<file path="src/rtl/popcount_pkg.sv">
// Shared types and constants for the sequential popcount block.
package popcount_pkg;

  localparam int CHUNK_W = 3;

  typedef enum logic [1:0] {
    S_IDLE = 2'd0,
    S_RUN  = 2'd1,
    S_DONE = 2'd2
  } state_t;

endpackage

</file>
<file path="src/rtl/ones_count3.sv">
// Combinational 3-input ones-counter: {c1,c0} = a + b + c.
module ones_count3 (
  input  logic a,
  input  logic b,
  input  logic c,
  output logic c1,
  output logic c0
);

  assign c0 = a ^ b ^ c;
  assign c1 = (a & b) | (a & c) | (b & c);

endmodule

</file>
<file path="src/rtl/popcount_seq_ctrl.sv">
// Sequential popcount: one shared ones_count3 walks the word 3 bits per cycle.
// Define POPCNT_EARLY_EXIT_EN to finish as soon as the remaining chunks are all zero.
module popcount_seq_ctrl
  import popcount_pkg::*;
#(
  parameter int WIDTH = 12
) (
  input  logic                       clk,
  input  logic                       rst_n,
  input  logic                       in_valid,
  output logic                       in_ready,
  input  logic [WIDTH-1:0]           in_data,
  output logic                       out_valid,
  input  logic                       out_ready,
  output logic [$clog2(WIDTH+1)-1:0] out_count,
  output logic                       busy
);

  localparam int NCHUNK = (WIDTH + CHUNK_W - 1) / CHUNK_W;
  localparam int CNT_W  = $clog2(WIDTH + 1);
  localparam int SH_W   = CHUNK_W * NCHUNK;
  localparam int IDX_W  = (NCHUNK > 1) ? $clog2(NCHUNK) : 1;

  state_t             state_q, state_d;
  logic [SH_W-1:0]    shreg_q, shreg_d;
  logic [IDX_W-1:0]   idx_q, idx_d;
  logic [CNT_W-1:0]   acc_q, acc_d;
  logic [CNT_W-1:0]   out_count_q, out_count_d;
  logic [1:0]         cnt;
  logic [CNT_W-1:0]   acc_sum;
  logic               last_chunk;

  ones_count3 u_ones_count3 (
    .a  (shreg_q[0]),
    .b  (shreg_q[1]),
    .c  (shreg_q[2]),
    .c1 (cnt[1]),
    .c0 (cnt[0])
  );

  assign acc_sum = acc_q + CNT_W'(cnt);

`ifdef POPCNT_EARLY_EXIT_EN
  // Nothing left to count once the bits above the current chunk are all zero.
  assign last_chunk = (idx_q == IDX_W'(NCHUNK - 1)) || ((shreg_q >> CHUNK_W) == '0);
`else
  assign last_chunk = (idx_q == IDX_W'(NCHUNK - 1));
`endif

  always_comb begin
    // NOTE: every output gets a default before the case, so no path leaves one unassigned and no latch is inferred.
    state_d     = state_q;
    shreg_d     = shreg_q;
    idx_d       = idx_q;
    acc_d       = acc_q;
    out_count_d = out_count_q;
    unique case (state_q)
      S_IDLE: begin
        if (in_valid) begin
          state_d = S_RUN;
          shreg_d = SH_W'(in_data);
          idx_d   = '0;
          acc_d   = '0;
        end
      end
      S_RUN: begin
        acc_d   = acc_sum;
        shreg_d = shreg_q >> CHUNK_W;
        idx_d   = idx_q + IDX_W'(1);
        if (last_chunk) begin
          state_d     = S_DONE;
          out_count_d = acc_sum;
        end
      end
      S_DONE: begin
        if (out_ready) state_d = S_IDLE;
      end
      default: state_d = S_IDLE;
    endcase
  end

  always_ff @(posedge clk) begin
    // NOTE: non-blocking assignments so every register sees pre-edge values regardless of statement order.
    if (!rst_n) begin
      state_q     <= S_IDLE;
      shreg_q     <= '0;
      idx_q       <= '0;
      acc_q       <= '0;
      out_count_q <= '0;
    end else begin
      state_q     <= state_d;
      shreg_q     <= shreg_d;
      idx_q       <= idx_d;
      acc_q       <= acc_d;
      out_count_q <= out_count_d;
    end
  end

  assign in_ready  = (state_q == S_IDLE);
  assign out_valid = (state_q == S_DONE);
  assign busy      = (state_q != S_IDLE);
  assign out_count = out_count_q;

endmodule

</file>
<file path="config.mk">
export PLATFORM = sky130hd
export DESIGN_NAME = popcount_seq_ctrl
export DESIGN_NICKNAME = d
export VERILOG_FILES = /design/src/rtl/popcount_pkg.sv /design/src/rtl/ones_count3.sv /design/src/rtl/popcount_seq_ctrl.sv
export SDC_FILE = /design/constraint.sdc
export NUM_CORES = 1
export LEC_CHECK = 0
export ABC_AREA = 1
export BUFFER_PORTS_ARGS = -buffer_cell sky130_fd_sc_hd__buf_2
export CORE_ASPECT_RATIO = 0.6
export CORE_UTILIZATION = 50
export DETAILED_ROUTE_END_ITERATION = 6
export PLACE_DENSITY = 0.79
export SYNTH_ARGS = -nofsm -noshare
export SYNTH_HDL_FRONTEND = slang
export SYNTH_SLANG_ARGS = --single-unit
</file>
<file path="constraint.sdc">
create_clock -name clk -period 3.56 [get_ports clk]
set_input_delay 0.534 -clock clk [delete_from_list [all_inputs] [get_ports clk]]
set_output_delay 0.534 -clock clk [all_outputs]
set_load 0.02 [all_outputs]
</file>
==> key figures <==
Outcome
  – Run status: finished clean

Place
  – Placed Area: 0.00124 mm2
  – Port Buffer Count: 22
  – Placer Congestion: 0.784
  – HPWL Detailed: approximately 1700 um

Global routing
  – Pin count of the biggest net entering global routing: 21
  – Vias in the first global route: 843
  – Tot GR Track Use: 0.198
  – Initial antenna violation count: 0
  – Grt total ovfl: 0
  – First-pass GRT wire length: 3640 um

Clocking
  – Post-cts gate resize count: 0
  – Clock Sinks: 24
  – Post-CTS Setup Inserts: 0
  – Largest buffer count on any clock path: 2
  – CTS Buf Count: 3
  – CTS Root Cell: clkbuf_8
  – Clock transition at path regs: 0.08 ns
  – Worst-Skew Late Latency: 0.26 ns
  – CTS tree: yes
  – CTS H-tree depth: 1
  – Count of hold-fix buffers inserted at cts: 0

Setup path
  – CP max stage delay: 0.45 ns
  – WP data arrival: between 2 and 2.5 ns
  – WP data required: 3.75 ns
  – Crit Path Max Fanout: 3
  – CP Cell Sequence: fa_1, ha_1, fa_1, xor2_1, nand2_1, a21oi_1
  – WP buf/inv: 0
  – Slowest cell on crit path: fa_1
  – Crit path launch type: flop
  – Crit Path Category: flop to flop
  – Most common cell type on the critical path: fa_1
  – Crit end category: flop
  – Flop2flop setup slack: 1.66 ns
  – Top delay family on crit path: adder cells

Detailed routing
  – Drt initial violations: 30
  – DRC Markers: 0
  – Routed vias: 927
  – Antenna Nets Post-Route: 0
  – WL/cell: 12.4 um
  – Drt total wl: 2240 um
  – DRT Pass-1 Iters: 4
  – Vias per cell: 5.15

Synth
  – #FFs+latches synth: 24
  – Post-synth top area cell: dfxtp_1
  – Post-Synth Adder-Cell Area: 0.0675
  – Post-Syn Area: roughly 0.0011 mm2
  – Post-synthesis sequential area ratio: 0.418
  – Avg Cell Area, Syn: roughly 8.8 um2
  – Net count after synthesis: 151
  – Simple-gate portion of the synthesized area: 0.160
  – Largest family of logic cells by synthesized area: compound AO/OA/AOI/OAI gates
  – Post-synthesis share of cell area spent on xor and xnor gates: 0.00763
  – Fraction of synthesized area in multiplexers: 0
  – Area contributors post-synth: dfxtp_1, a21oi_2, nand2_1
  – Synth cell types: 25
  – Share of the synthesized area in the top cell type: 0.418
  – Synth Instances: 130
  – Compound-Gate Fraction of Synth Area: 0.251
  – YS warnings: 0

Timing
  – Crit path time final: 1.90 ns
  – Post-route clock period utilization: 0.535
  – Setup-failing EPs final: 0
  – Slew HR: 0.668
  – Final Hold Violating Endpoints: 0
  – Fmax: 0.525 GHz
  – Setup Skew: 0.00188 ns
  – Final Max Slew Viols: 0
  – Unrepaired setup endpoints after global routing: no
  – Measured slew at the worst slew-check pin: 0.498 ns
  – Setup TNS Final: 0 ns

Die
  – Core area: ~0.0022 mm2
  – Die H: just under 40 um
  – Die Area: about 0.0025 mm2
  – Rows: 13
  – Die width: 63.9 um
  – Top Ports: 23
  – Initial Utilization: 0.531

Finish
  – Fin area: 0.00128 mm2
  – Most frequent cells in the layout: nand2_1, dfxtp_1, buf_2
  – Syn-to-layout area delta: 11.3%
  – N_diodes: 0
  – Filler cells: 201
  – Share of post-route cells with drive strength above 1: 0.340
  – Most common cell after layout, fill and taps aside: nand2_1
  – Final Net Count: 173

Pwr
  – Pleak: 0.533 nW
  – IR drop worst, VDD: 235 uV
  – P per Cell Area: 423 mW/mm2

Run
  – Max-cap violations: 0

Min path
  – Hold crit path type: flop to flop
==> cell families after synthesis <==
| logic type | count (synthesis) |
|---|---|
| fa+ha+maj | 5 |
| simple gates | 39 |
| buf+inv | 18 |
| xor+xnor | 1 |
| compound gates | 43 |
| flops | 24 |
==> per-layer routing <==
layer / vias up / part of all wire / wire length, um / global-route usage
li1: 476 / - / - / -
met1: 427 / 0.50 / 1130 / 0.232
met2: 20 / 0.44 / 988 / 0.362
met3: 4 / 0.041 / 92 / 0.0588
met4: 0 / 0.013 / 28 / 0.0568
met5: - / 0 / 0 / 0
==> Yosys cell counts <==
cell / count
o22ai_1: 9
o21a_1: 1
nor2_1: 1
a211oi_1: 1
ha_1: 3
a21oi_1: 7
nand2_2: 1
buf_2: 1
nand2_4: 2
xor2_1: 1
nand3_1: 3
nor2_4: 1
dfxtp_1: 24
nor2_2: 1
buf_12: 1
a21oi_2: 15
clkbuf_1: 1
nand2_1: 29
fa_1: 2
inv_2: 4
inv_4: 1
nand3_2: 1
inv_1: 8
buf_8: 2
o21ai_0: 10
==> sequential cells by signal, indices dropped and copies added (netlist names) <==
register and cells:
shreg_q 12, acc_q 4, out_count 4, state_q 2, idx_q 2
==> metrics by stage <==
stage	setup slack, ns	util	std cells	power [W]	hold WS (ns)
finish	1.66	0.591	180	0.000542	0.465
global route	1.56	0.591	180	0.000565	0.495
CTS	1.66	0.591	180	0.000542	0.466
detailed placement	1.68	0.572	177	0.000389	0.455
global placement	1.74	0.572	177	0.000384	0.449
floorplan	1.79	-	130	0.000372	0.437
==> where the power goes <==
group / switching, W / leakage, nW / internal (W) / total [W]
combinational: 0.0000526 / 0.315 / 0.0000341 / 0.0000867
sequential: 0.0000119 / 0.197 / 0.000285 / 0.000297
clock: 0.0000827 / 0.0216 / 0.0000756 / 0.000158
==> layout make-up <==
cell class	count	area, um2	area share
Multi-Input combinational cell	88	558	0.436
Sequential cell	24	480	0.376
Timing Repair Buffer	22	110	0.0861
Inverter	13	51.3	0.0401
Clock buffer	3	41.3	0.0323
Tap cell	30	37.5	0.0294
==> final timing paths <==
kind                              from                   endpoint  cells past startpoint
max reg2reg    shreg_q[1]$_SDFFE_PN0P_  out_count[2]$_SDFFE_PN0P_                      6
max            shreg_q[1]$_SDFFE_PN0P_  out_count[2]$_SDFFE_PN0P_                      6
min          out_count[0]$_SDFFE_PN0P_  out_count[0]$_SDFFE_PN0P_                      2
min reg2reg  out_count[0]$_SDFFE_PN0P_  out_count[0]$_SDFFE_PN0P_                      2
==> worst register-to-register path, cell delays in order (launching register included) <==
cell,delay (ns)
dfxtp_1,0.38
fa_1,0.45
ha_1,0.23
fa_1,0.39
xor2_1,0.18
nand2_1,0.07
a21oi_1,0.13
No activity file was read; power rests on OpenSTA's default activity.
